### src/rtl/alu_seq.sv
// alu_seq: registered, width-parameterised ALU with a valid/ready handshake on
// both sides. Logic, add/sub and compare ops complete in one cycle. MUL is an
// iterative shift-add that consumes one multiplier bit per cycle.
//
// Handshake: an op is taken when in_valid && in_ready; a result is taken when
// out_valid && out_ready. in_ready is high only in IDLE when the output slot is
// empty or being drained this same cycle. While out_valid && !out_ready, the
// result and flags hold. A new single-cycle result may load in the drain cycle,
// which gives one op per cycle.
module alu_seq #(
  parameter int WIDTH  = 32,
  parameter bit MUL_EN = 1'b1
) (
  input  logic             clk_i,
  input  logic             rst_n,
  input  logic             in_valid,
  output logic             in_ready,
  input  logic [WIDTH-1:0] src1,
  input  logic [WIDTH-1:0] src2,
  input  logic [3:0]       ALU_control,
  input  logic [2:0]       bonus_control,
  output logic             out_valid,
  input  logic             out_ready,
  output logic [WIDTH-1:0] result,
  output logic             zero,
  output logic             cout,
  output logic             overflow,
  output logic             busy
);

  localparam int CW = $clog2(WIDTH);
  // MUL hands over to DONE after bit WIDTH-2; DONE folds in the last bit.
  localparam logic [CW-1:0] CNT_LAST = CW'(WIDTH - 2);

  localparam logic [3:0] OP_AND  = 4'b0000;
  localparam logic [3:0] OP_OR   = 4'b0001;
  localparam logic [3:0] OP_ADD  = 4'b0010;
  localparam logic [3:0] OP_SUB  = 4'b0110;
  localparam logic [3:0] OP_SET  = 4'b0111;
  localparam logic [3:0] OP_MUL  = 4'b1000;
  localparam logic [3:0] OP_NOR  = 4'b1100;
  localparam logic [3:0] OP_NAND = 4'b1101;

  typedef enum logic [1:0] {S_IDLE, S_MUL, S_DONE} state_t;

  state_t               state_q, state_d;
  logic [CW-1:0]        cnt_q;
  logic [2*WIDTH-1:0]   acc_q, mcand_q, acc_nxt;
  logic [WIDTH-1:0]     mplier_q;

  logic                 accept, is_mul, drain;
  logic                 sub_op, add_ovf, less, equal, set_bit, def_c;
  logic [WIDTH-1:0]     opb;
  logic [WIDTH:0]       add_full;
  logic [WIDTH-1:0]     res_c;
  logic                 cout_c, ovf_c, zero_c;

  assign in_ready = (state_q == S_IDLE) && (!out_valid || out_ready);
  assign accept   = in_valid && in_ready;
  assign drain    = out_valid && out_ready;
  assign is_mul   = MUL_EN && (ALU_control == OP_MUL);
  assign busy     = (state_q == S_MUL) || (state_q == S_DONE);

  // Shared adder: SUB and SET run as A + ~B + 1.
  always_comb begin
    sub_op   = (ALU_control == OP_SUB) || (ALU_control == OP_SET);
    opb      = sub_op ? ~src2 : src2;
    add_full = {1'b0, src1} + {1'b0, opb} + {{WIDTH{1'b0}}, sub_op};
    add_ovf  = (src1[WIDTH-1] == opb[WIDTH-1]) && (add_full[WIDTH-1] != src1[WIDTH-1]);
    less     = add_full[WIDTH-1] ^ add_ovf;
    equal    = (src1 == src2);
  end

  // Compare sub-mode select; 110/111 fall back to slt.
  always_comb begin
    set_bit = less;
    case (bonus_control)
      3'b001:  set_bit = !less && !equal;
      3'b010:  set_bit = less || equal;
      3'b011:  set_bit = !less;
      3'b100:  set_bit = equal;
      3'b101:  set_bit = !equal;
      default: set_bit = less;
    endcase
  end

  // Single-cycle result and flags; unknown opcodes give all zeros.
  always_comb begin
    res_c  = '0;
    cout_c = 1'b0;
    ovf_c  = 1'b0;
    def_c  = 1'b1;
    case (ALU_control)
      OP_AND:  res_c = src1 & src2;
      OP_OR:   res_c = src1 | src2;
      OP_NOR:  res_c = ~(src1 | src2);
      OP_NAND: res_c = ~(src1 & src2);
      OP_ADD, OP_SUB: begin
        res_c  = add_full[WIDTH-1:0];
        cout_c = add_full[WIDTH];
        ovf_c  = add_ovf;
      end
      OP_SET: begin
        res_c  = {{(WIDTH-1){1'b0}}, set_bit};
        cout_c = add_full[WIDTH];
        ovf_c  = add_ovf;
      end
      default: def_c = 1'b0;
    endcase
    zero_c = def_c && (res_c == '0);
  end

  assign acc_nxt = acc_q + (mplier_q[0] ? mcand_q : {(2*WIDTH){1'b0}});

  // State register.
  always_ff @(posedge clk_i or negedge rst_n) begin
    if (!rst_n) state_q <= S_IDLE;
    else        state_q <= state_d;
  end

  // Next-state: IDLE -> MUL on multiply accept, MUL -> DONE on last counted bit.
  always_comb begin
    state_d = state_q;
    case (state_q)
      S_IDLE:  if (accept && is_mul) state_d = S_MUL;
      S_MUL:   if (cnt_q == CNT_LAST) state_d = S_DONE;
      S_DONE:  state_d = S_IDLE;
      default: state_d = S_IDLE;
    endcase
  end

  // Multiply datapath: latch operands on accept, then one shift-add per cycle.
  always_ff @(posedge clk_i or negedge rst_n) begin
    if (!rst_n) begin
      cnt_q    <= '0;
      acc_q    <= '0;
      mcand_q  <= '0;
      mplier_q <= '0;
    end else if (state_q == S_IDLE) begin
      if (accept && is_mul) begin
        cnt_q    <= '0;
        acc_q    <= '0;
        mcand_q  <= {{WIDTH{1'b0}}, src1};
        mplier_q <= src2;
      end
    end else begin
      acc_q    <= acc_nxt;
      mcand_q  <= mcand_q << 1;
      mplier_q <= mplier_q >> 1;
      cnt_q    <= cnt_q + CW'(1);
    end
  end

  // Output slot: load from DONE or a single-cycle accept, else clear on drain.
  always_ff @(posedge clk_i or negedge rst_n) begin
    if (!rst_n) begin
      result    <= '0;
      zero      <= 1'b0;
      cout      <= 1'b0;
      overflow  <= 1'b0;
      out_valid <= 1'b0;
    end else if (state_q == S_DONE) begin
      result    <= acc_nxt[WIDTH-1:0];
      zero      <= (acc_nxt[WIDTH-1:0] == '0);
      cout      <= 1'b0;
      overflow  <= |acc_nxt[2*WIDTH-1:WIDTH];
      out_valid <= 1'b1;
    end else if (accept && !is_mul) begin
      result    <= res_c;
      zero      <= zero_c;
      cout      <= cout_c;
      overflow  <= ovf_c;
      out_valid <= 1'b1;
    end else if (drain) begin
      out_valid <= 1'b0;
    end
  end

endmodule
### config.mk
export PLATFORM = sky130hd
export DESIGN_NAME = alu_seq
export DESIGN_NICKNAME = d
export VERILOG_FILES = /design/src/rtl/alu_seq.sv
export SDC_FILE = /design/constraint.sdc
export NUM_CORES = 1
export LEC_CHECK = 0
export BUFFER_PORTS_ARGS = -buffer_cell sky130_fd_sc_hd__buf_2
export CAP_MARGIN = 20
export CORE_MARGIN = 2
export CORE_UTILIZATION = 40
export CTS_CLUSTER_DIAMETER = 30
export DETAILED_ROUTE_END_ITERATION = 8
export GPL_TIMING_DRIVEN = 0
export MAX_ROUTING_LAYER = met4
export PLACE_DENSITY = 0.62
export SYNTH_ARGS = -nofsm -noshare
export SYNTH_HDL_FRONTEND = slang
export SYNTH_SLANG_ARGS = --single-unit
### constraint.sdc
create_clock -name clk_i -period 11.1 [get_ports clk_i]
set_input_delay 3.33 -clock clk_i [delete_from_list [all_inputs] [get_ports clk_i]]
set_output_delay 3.33 -clock clk_i [all_outputs]
set_load 0.005 [all_outputs]
# Yosys cells after proc, flatten, opt, wreduce, memory -nomap -nowiden
# Cells that the tools add are included.
# W data, S select, Z words.
# totals
reg_bits	203
word_cells	96
input_bits	75
# op_classes
n_reduce_logical	27
add_sub_neg	4
n_bitwise	6
eq_ne	20
muxes	29
# ops
cell	n
$mux W64	5
$pmux W32 S6	1
$mux W32	5
$not A32 Y32	3
$add A64 B64 Y64	1
$logic_not A32 Y1	2
$add A32 B32 Y33	1
$add A33 B1 Y33	1
$and A32 B32 Y32	1
$eq A32 B32 Y1	1
$or A32 B32 Y32	1
$reduce_or A32 Y1	1
$eq A4 B4 Y1 const B	3
$mux W1	12
$mux W5	2
$eq A4 B3 Y1 const B	2
$logic_and A1 B1 Y1	8
$reduce_or A7 Y1	1
$eq A3 B2 Y1 const B	2
$eq A3 B3 Y1 const B	2
$add A5 B1 Y5 const B	1
$eq A5 B5 Y1 const B	1
$pmux W1 S5	1
$eq A4 B1 Y1 const B	1
19 further kinds	27

# Logic depth before layout (Yosys ltp)
# Gate-level depths: netlist of the first run.
# depth
depth_word	16
depth_mapped	18
mapped_depth_nobuf	16

# Worst setup path before layout of the first run
# OpenSTA, ideal clock, no wires.
# synth_path
path_kind	input-to-reg
startpoint	input port ALU_control[3]
endpoint	register result[26]
cell_stages	16
setup_time_ns	0.134
t_required_ns	10.966
path_buffers	2
arrival_time_ns	7.000
slack_ns	3.966
path_cell_list	nand3b_1 buf_2 buf_1 xnor2_1 ha_1 a21o_1 o21a_1 or4b_1 o21a_1 a21oi_1 nor2b_1 o41ai_1 mux2_2 or3_1 o211ai_1 o21ai_0
# synth_via
elab_chain_cells	8
word_cells_on_any_way	19
cone_classes	add/sub (2); eq/ne (7); mux (4); reduce/logical (6)
# synth_rtl
element	line	source
start, declared	20	input logic [3:0] ALU_control,
$eq A4 B3 Y1	66, 93	
$logic_or A1 B1 Y1	66	sub_op = (ALU_control == OP_SUB) || (ALU_control == OP_SET);
$mux W32	67	opb = sub_op ? ~src2 : src2;
$add A32 B32 Y33	68	add_full = {1'b0, src1} + {1'b0, opb} + {{WIDTH{1'b0}}, sub_op};
$add A33 B1 Y33	68	
$pmux W32 S6	93	case (ALU_control)
$mux W32	168	end else if (accept && !is_mul) begin
$mux W32	162	end else if (state_q == S_DONE) begin
end signal, assigned	163	result <= acc_nxt[WIDTH-1:0];
end signal, assigned	169	result <= res_c;
end, declared	24	output logic [WIDTH-1:0] result,
# Several ways; a longest one is shown, not always the timed one. The select of a mux whose other input is x is not followed.
# A chain may end at the register's enable or synchronous reset.

# Worst setup path after layout of the first run
# layout_path
startpoint	input port ALU_control[2]
endpoint	register zero
# layout_via
elab_chain_cells	16
word_cells_on_any_way	31
cone_classes	add/sub (2); eq/ne (9); mux (6); bitwise (1); reduce/logical (13)
# layout_rtl
element	line	source
$eq A4 B3 Y1	66, 93	
$logic_or A1 B1 Y1	66	
$mux W32	67	
$add A32 B32 Y33	68	
$add A33 B1 Y33	68	
$ne A1 B1 Y1	69	add_ovf = (src1[WIDTH-1] == opb[WIDTH-1]) && (add_full[WIDTH-1] != src1[WIDTH-1]);
$logic_and A1 B1 Y1	69	
$xor A1 B1 Y1	70	less = add_full[WIDTH-1] ^ add_ovf;
$logic_not A1 Y1	78, 80	
$logic_and A1 B1 Y1	78	3'b001: set_bit = !less && !equal;
$pmux W1 S5	77	case (bonus_control)
$pmux W32 S6	93	
$logic_not A32 Y1	110	zero_c = def_c && (res_c == '0);
$logic_and A1 B1 Y1	110	
$mux W1	168	
$mux W1	162	
end signal, assigned	164	zero <= (acc_nxt[WIDTH-1:0] == '0);
end signal, assigned	170	zero <= zero_c;
end, declared	25	output logic zero,
# Several ways; a longest one is shown, not always the timed one. The select of a mux whose other input is x is not followed.

==> results of run 1 <==
## worst max path at each step
stage / start / endpoint / slack, ns
after floorplan: ALU_control[3] / result[26]$_DFFE_PN0P_ / 3.97
after global placement: ALU_control[2] / zero$_DFFE_PN0P_ / 2.23
after detailed placement: ALU_control[2] / zero$_DFFE_PN0P_ / 2.23
after CTS: ALU_control[2] / zero$_DFFE_PN0P_ / 2.87
after global routing: ALU_control[2] / zero$_DFFE_PN0P_ / 2.60
final: ALU_control[2] / zero$_DFFE_PN0P_ / 2.82
## layout make-up
type | instances | area (sq um)
buffer | 125 | 518
clock buffer | 66 | 1490
clock inverter | 38 | 543
fill | 4123 | 21700
inverter | 96 | 360
multi-input combinational | 1702 | 11200
sequential | 203 | 5080
tap | 539 | 674
timing repair buffer | 112 | 593
## tightest hold or removal path: stages (launching register included)
cell     delay, ns
dfrtp_1       0.34
nand2_1       0.05
o21ai_0       0.06
## synthesized netlist by cell type (6+ instances only)
| master | number |
|---|---|
| a211o_1 | 6 |
| a211oi_1 | 23 |
| a21boi_0 | 6 |
| a21o_1 | 35 |
| a21oi_1 | 154 |
| a221o_1 | 24 |
| a221oi_1 | 8 |
| a31oi_1 | 18 |
| a32oi_1 | 13 |
| and2_1 | 71 |
| and3_1 | 9 |
| buf_1 | 16 |
| clkbuf_1 | 99 |
| dfrtp_1 | 203 |
| ha_1 | 163 |
| inv_1 | 95 |
| mux2i_1 | 16 |
| nand2_1 | 208 |
| nand2b_1 | 7 |
| nand3_1 | 72 |
| nand4_1 | 33 |
| nor2_1 | 212 |
| nor2b_1 | 7 |
| nor3_1 | 37 |
| nor4_1 | 19 |
| o211ai_1 | 18 |
| o21a_1 | 17 |
| o21ai_0 | 142 |
| o21ai_1 | 13 |
| o21bai_1 | 15 |
| o221ai_1 | 25 |
| o22ai_1 | 68 |
| o2bb2ai_1 | 38 |
| o31ai_1 | 9 |
| or2_2 | 7 |
| or3_1 | 11 |
| xnor2_1 | 81 |
| xor2_1 | 29 |
## report_power, final
part           total, uW  internal [uW]  switching, uW
clock network       1720           1170            547
logic               3860           1330           2530
registers           1320           1080            246
## stage by stage
step	utilization	cell area, sq um
detailed placement	0.437	18400
CTS	0.485	20400
global route	0.485	20400
global placement	0.436	18400
finish	0.485	20400
floorplan	-	17100
## sequential cells by signal, summed over array words and instances, names as in the netlist
name       flops
mplier_q      32
out_valid      1
mcand_q       64
zero           1
cout           1
overflow       1
state_q        2
cnt_q          5
acc_q         64
result        32
## logic make-up (layout without fill, tap and decap cells)
group / Yosys count / count (layout) / synth area share
buffers and inverters: 221 / 437 / 0.0512
flip-flops: 203 / 203 / 0.296
XOR/XNOR: 110 / 110 / 0.0562
AND/OR/NAND/NOR: 722 / 722 / 0.198
AO/OA/AOI/OAI: 685 / 685 / 0.265
multiplexers: 20 / 20 / 0.0120
adder cells (fa/ha/maj): 165 / 165 / 0.121
## per-layer routing
metal,track usage,vias up
met3,0.0393,175
met2,0.509,610
met4,0.140,0
met5,-,-
li1,-,8119
met1,0.376,8429
==> results.sh, run 1 <==
export IMPL_synth_area_per_cell_sq_um=8.07
export IMPL_slew_headroom=0.184
export IMPL_port_buffers=111
export IMPL_yosys_warnings=0
export IMPL_yosys_area_top_type_share=0.296
export IMPL_antenna_found_initial=0
export IMPL_reg2reg_from="mplier_q[0]$_DFFE_PN0P_"
export IMPL_worstSetupPathType="in -> reg"
export IMPL_synth_fp_nets=2366
export IMPL_wl_met3_microns=3980
export IMPL_hold_start="acc_q[40]$_DFFE_PN0P_"
export IMPL_worst_r2r_path_depth=17
export IMPL_clockBufferDepth=3
export IMPL_hold_violations=0
export IMPL_finalWorstSetupSlack_ns=2.82
export IMPL_syn2layout_area_growth_pct=19.2
export IMPL_final_setup_viol_count=0
export IMPL_wirelength_microns=67100
export IMPL_clk_pin_slew_worst_paths_ns=0.05
export IMPL_fmax_mhz=121
export IMPL_powerDensity_nw_per_um2=338
export IMPL_dpl_worst_slack_ns=2.23
export IMPL_slew_viol_final=0
export IMPL_async_flop_share=1.00
export IMPL_ys_flop_type="dfrtp_1"
export IMPL_fp_dieW_microns=211
export IMPL_grt_pass1_wl_microns=101000
export IMPL_top_layer_used="met4"
export IMPL_worstPathRequired_ns=11.62
export IMPL_h_tree_depth=2
export IMPL_fin_tns_setup_ns=0
export IMPL_vias_per_cell=6.02
export IMPL_synth_edff_count=0
export IMPL_dpl_hpwl_microns=52600
export IMPL_m1WireLength_microns=28100
export IMPL_synth_area_leader_cell="dfrtp_1"
export IMPL_ctsHoldBuffers=0
export IMPL_r2r_end="overflow$_DFFE_PN0P_"
export IMPL_final_common_cell="nor2_1"
export IMPL_synth_cell_types=90
export IMPL_fp_row_count=75
export IMPL_stdcell_count=2881
export IMPL_track_usage=0.308
export IMPL_skew_ns=0.0506
export IMPL_clock_sinks=203
export IMPL_critPathTopFamily="compound AO/OA/AOI/OAI gates"
export IMPL_end_kind="flop"
export IMPL_ant_nets=0
export IMPL_die_y_microns=211
export IMPL_crit_arrival_ns=8.80
export IMPL_gp_congestion=0.950
export IMPL_cp_num_cells=18
export IMPL_top_level_ports=113
export IMPL_cts_tree="built"
export IMPL_synth_area_sq_um=17100
export IMPL_vias=17300
export IMPL_grt_max_degree=113
export IMPL_synthCells=2126
export IMPL_ys_ff_latch=203
export IMPL_grt_pass1_vias=17300
export IMPL_fp_dieArea_sq_um=44500
export IMPL_tightest_slew_ns=1.19
export IMPL_holdPathEnd="acc_q[40]$_DFFE_PN0P_"
export IMPL_grt_overflow_total=0
export IMPL_detail_route_wl_per_cell_microns=23.3
export IMPL_post_cts_buffers=0
export IMPL_drt_first_pass_iters=5
export IMPL_placed_cells=2777
export IMPL_min_path_cells=2
export IMPL_final_cell_mix="nor2_1 (212), nand2_1 (208), dfrtp_1 (203)"
export IMPL_worstSkewPairLatency_ns=0.63
export IMPL_max_cap_violations=0
export IMPL_cts_buffers=55
export IMPL_antennaDiodeCount=0
export IMPL_layout_drive_gt1_share=0.112
export IMPL_core_region_area_sq_um=42100
export IMPL_min_period_ns=8.28
export IMPL_start_kind="input port"
export IMPL_r2r_setup_slack_ns=5.80
export IMPL_hold_ws_ns=0.488
export IMPL_period_share=0.746
export IMPL_power_uw=6900
export IMPL_postCtsResizedCells=0
export IMPL_cpPeakStageDelay_ns=1.04
export IMPL_seq_area_frac_synth=0.296
export IMPL_rsz0062_at_grt="no"
export IMPL_p_leak_uw=0.00893
export IMPL_drt_iter0_drc=1250
export IMPL_nets=2535
export IMPL_hp_class="reg -> reg"
export IMPL_root_buffer="clkbuf_16"
export IMPL_status="finished, final reports clean"
export IMPL_path_cells="buf_2 > nand3b_1 > buf_2 > buf_1 > xnor2_1 > ha_1 > a21oi_1 > a21boi_2 > a21boi_0 > a2111oi_0 > o221ai_1 > xnor2_1 > o21ai_0 > nor4_1 > nand4_1 > nor4_1 > nand4_1 > o21ai_1"
export IMPL_peakVddDrop_mv=0.153
export IMPL_synth_area_leaders="dfrtp_1 (30%), ha_1 (12%), nor2_1 (4.6%)"
export IMPL_crit_fanout=10
export IMPL_start_util=0.407
export IMPL_dr_wl_met2_microns=31900
export IMPL_crit_buf_inv=3
export IMPL_drc=0
export IMPL_critPathSlowestCell="a2111oi_0"
Note: power is estimated with default switching activity, not from simulation.
==> inputs of run 2 (changes only) <==
--- a/config.mk
+++ b/config.mk
@@ -5,6 +5,7 @@
 export SDC_FILE = /design/constraint.sdc
 export NUM_CORES = 1
 export LEC_CHECK = 0
+export ABC_AREA = 1
 export BUFFER_PORTS_ARGS = -buffer_cell sky130_fd_sc_hd__buf_2
 export CAP_MARGIN = 20
 export CORE_MARGIN = 2
@@ -13,7 +14,7 @@
 export DETAILED_ROUTE_END_ITERATION = 8
 export GPL_TIMING_DRIVEN = 0
 export MAX_ROUTING_LAYER = met4
-export PLACE_DENSITY = 0.62
+export PLACE_DENSITY = 0.61
 export SYNTH_ARGS = -nofsm -noshare
 export SYNTH_HDL_FRONTEND = slang
 export SYNTH_SLANG_ARGS = --single-unit
==> constraint.sdc (replaced) <==
create_clock -name clk_i -period 8 [get_ports clk_i]
set_input_delay 2.4 -clock clk_i [delete_from_list [all_inputs] [get_ports clk_i]]
set_output_delay 2.4 -clock clk_i [all_outputs]
set_load 0.005 [all_outputs]
==> results.sh, run 2 <==
export IMPL_hold_ws_ns=0.489
export IMPL_critPathTopFamily="simple AND/OR/NAND/NOR gates"
export IMPL_share_seq_of_total_power=0.184
export IMPL_antenna_found_initial=3
export IMPL_powerDensity_nw_per_um2=479
export IMPL_period_share=0.701
export IMPL_start_util=0.407
export IMPL_crit_buf_inv=4
export IMPL_seq_area_frac_synth=0.289
export IMPL_slew_headroom=0.317
export IMPL_p_switching_uw=5090
export IMPL_final_common_cell="nand2_1"
export IMPL_fp_dieArea_sq_um=45700
export IMPL_r2r_setup_slack_ns=3.66
export IMPL_reg2reg_from="mplier_q[0]$_DFFE_PN0P_"
export IMPL_placed_cells=3285
export IMPL_core_region_area_sq_um=43300
export IMPL_synth_cell_types=49
export IMPL_post_cts_buffers=0
export IMPL_worstPathRequired_ns=8.50
export IMPL_yosysMostFrequentCell="nand2_1"
export IMPL_ys_ff_latch=203
export IMPL_top_level_ports=113
export IMPL_detail_route_wl_per_cell_microns=21.0
export IMPL_final_area_sq_um=20900
export IMPL_skew_ns=0.0375
export IMPL_hold_start="acc_q[5]$_DFFE_PN0P_"
export IMPL_vias_per_cell=5.47
export IMPL_ant_nets=0
export IMPL_critPathSlowestCell="buf_1"
export IMPL_vias=18500
export IMPL_port_buffers=112
export IMPL_dpl_hpwl_microns=58700
export IMPL_nets=2996
export IMPL_start_kind="input port"
export IMPL_r2r_end="overflow$_DFFE_PN0P_"
export IMPL_clockBufferDepth=3
export IMPL_synth_common_cells="nand2_1 (577), inv_1 (387), nor2_1 (329)"
export IMPL_postCtsResizedCells=0
export IMPL_grt_max_degree=123
export IMPL_internal_power_uw=4900
export IMPL_fmax_mhz=178
export IMPL_cts_buffers=54
export IMPL_p_clk_frac=0.230
export IMPL_wirelength_microns=71100
export IMPL_root_buffer="clkbuf_16"
export IMPL_grt_overflow_total=0
export IMPL_reg_largest_list="acc_q x64, mcand_q x64"
export IMPL_end_kind="flop"
export IMPL_min_path_cells=2
export IMPL_track_usage=0.325
export IMPL_syn2layout_area_growth_pct=18.5
export IMPL_synth_area_leader_cell="dfrtp_1"
export IMPL_ys_flop_type="dfrtp_1"
export IMPL_async_flop_share=1.00
export IMPL_synth_edff_count=0
export IMPL_grt_pass1_vias=18200
export IMPL_status="finished, final reports clean"
export IMPL_synthCells=2587
export IMPL_gp_congestion=1.06
export IMPL_synth_area_per_cell_sq_um=6.80
export IMPL_p_leak_uw=0.0103
export IMPL_yosys_warnings=0
export IMPL_n_fill_cell=4458
export IMPL_layout_drive_gt1_share=0.0907
export IMPL_holdPathEnd="acc_q[5]$_DFFE_PN0P_"
export IMPL_sw_frac_of_total=0.509
export IMPL_drt_iter0_drc=1642
export IMPL_place_area_sq_um=18900
export IMPL_rsz0062_at_grt="no"
export IMPL_final_setup_viol_count=0
export IMPL_worst_r2r_path_depth=19
export IMPL_min_period_ns=5.61
export IMPL_stdcell_count=3385
export IMPL_h_tree_depth=2
export IMPL_synth_area_leaders="dfrtp_1 (29%), nand2_1 (12%), ha_1 (12%)"
export IMPL_path_cells="buf_2 > inv_2 > nand3_4 > buf_1 > xor2_1 > ha_1 > nand2_1 > nand2_1 > a21oi_1 > nor2_1 > o21ai_0 > nand4_1 > nand3_1 > nand2_1 > inv_1 > nand3_1 > nor2_1 > nand3_1 > nor2_1 > nand3_1 > a21oi_1"
export IMPL_hp_class="reg -> reg"
export IMPL_hold_violations=0
export IMPL_max_cap_violations=0
export IMPL_pwr_share_comb=0.586
export IMPL_ctsHoldBuffers=0
export IMPL_slew_viol_final=0
export IMPL_cts_tree="built"
export IMPL_grt_pass1_wl_microns=108000
export IMPL_tightest_slew_ns=1.02
export IMPL_synth_area_sq_um=17600
export IMPL_power_uw=9990
export IMPL_fin_tns_setup_ns=0
export IMPL_drt_first_pass_iters=6
export IMPL_startpoint="ALU_control[3]"
export IMPL_timing_critical_path_mode_cell="nand3_1"
export IMPL_clock_sinks=203
export IMPL_final_cell_mix="nand2_1 (577), inv_1 (387), nor2_1 (329)"
export IMPL_die_y_microns=214
export IMPL_synth_fp_nets=2827
export IMPL_worstSetupPathType="in -> reg"
export IMPL_crit_fanout=10
export IMPL_cpPeakStageDelay_ns=0.73
export IMPL_crit_arrival_ns=6.11
export IMPL_fp_row_count=76
export IMPL_fp_dieW_microns=214
export IMPL_yosys_area_top_type_share=0.289
export IMPL_clk_pin_slew_worst_paths_ns=0.05
export IMPL_drc=0
export IMPL_worstSkewPairLatency_ns=0.61
export IMPL_peakVddDrop_mv=0.198
-- run 2: cell types whose count changed in the layout (fill, tap and decap cells not counted), sizes merged, moves of 34 or more --
cell,delta
o2bb2ai,-38
and2,-70
inv,+295
o22ai,+34
clkbuf,-47
nor2,+119
nand2,+381
xnor2,-52
-- run 2: power by group through the flow --
stage / Clock, uW / Sequential (uW) / Combinational [uW]
finish: 2300 / 1840 / 5850
global route: 2380 / 1870 / 6470
CTS: 2320 / 1820 / 5760
detailed placement: 0 / 1820 / 5730
global placement: 0 / 1820 / 5670
floorplan: 0 / 1720 / 3850
-- run 2: worst max-delay path by stage --
| stage | depth (start not counted) | slack [ns] | end |
|---|---|---|---|
| 4_1_cts | 21 | 2.46 | zero$_DFFE_PN0P_ |
| 6_report | 21 | 2.39 | zero$_DFFE_PN0P_ |
| 3_5_place_dp | 21 | 1.87 | zero$_DFFE_PN0P_ |
| 3_3_place_gp | 1 | 0.82 | mplier_q[29]$_DFFE_PN0P_ |
| 5_1_grt | 21 | 2.12 | zero$_DFFE_PN0P_ |
| 2_1_floorplan | 2 | 3.02 | in_ready |
-- run 2: layout make-up --
type,instances,area [sq um],share of cell area
Antenna cell,1,2.50,0.000120
Buffer,70,297,0.0142
Clock buffer,64,1440,0.0690
Clock inverter,35,492,0.0236
Inverter,396,1490,0.0713
Multi-Input combinational cell,1918,10700,0.515
Sequential cell,203,5080,0.244
Tap cell,585,732,0.0351
Timing Repair Buffer,113,598,0.0287
-- run 2: through the flow --
stage,setup WS [ns],utilization
2_1_floorplan,3.02,-
3_3_place_gp,0.820,0.437
3_5_place_dp,1.87,0.437
4_1_cts,2.46,0.482
5_1_grt,2.12,0.482
6_report,2.39,0.482
-- run 2: per-layer routing --
| metal | vias up | global-route usage | share of wire |
|---|---|---|---|
| li1 | 8912 | - | - |
| met5 | - | - | 0 |
| met2 | 680 | 0.517 | 0.45 |
| met1 | 8839 | 0.439 | 0.46 |
| met3 | 100 | 0.0378 | 0.062 |
| met4 | 0 | 0.0841 | 0.023 |
-- run 2: cells by family (layout without fill, tap and decap cells) --
| family | after synthesis | count (layout) | share of synthesized area |
|---|---|---|---|
| AOI/OAI and AO/OA | 570 | 570 | 0.192 |
| xor gates and xnor gates | 85 | 85 | 0.0427 |
| adders and majority gates | 165 | 165 | 0.118 |
| buffers and inverters | 466 | 678 | 0.101 |
| DFF | 203 | 203 | 0.289 |
| other | 0 | 1 | 0 |
| and+or+nand+nor | 1098 | 1098 | 0.257 |
-- run 2: tightest hold or removal path: stages, from the launching register on --
cell	delay (ns)
dfrtp_1	0.34
nand2_1	0.05
o21ai_0	0.06
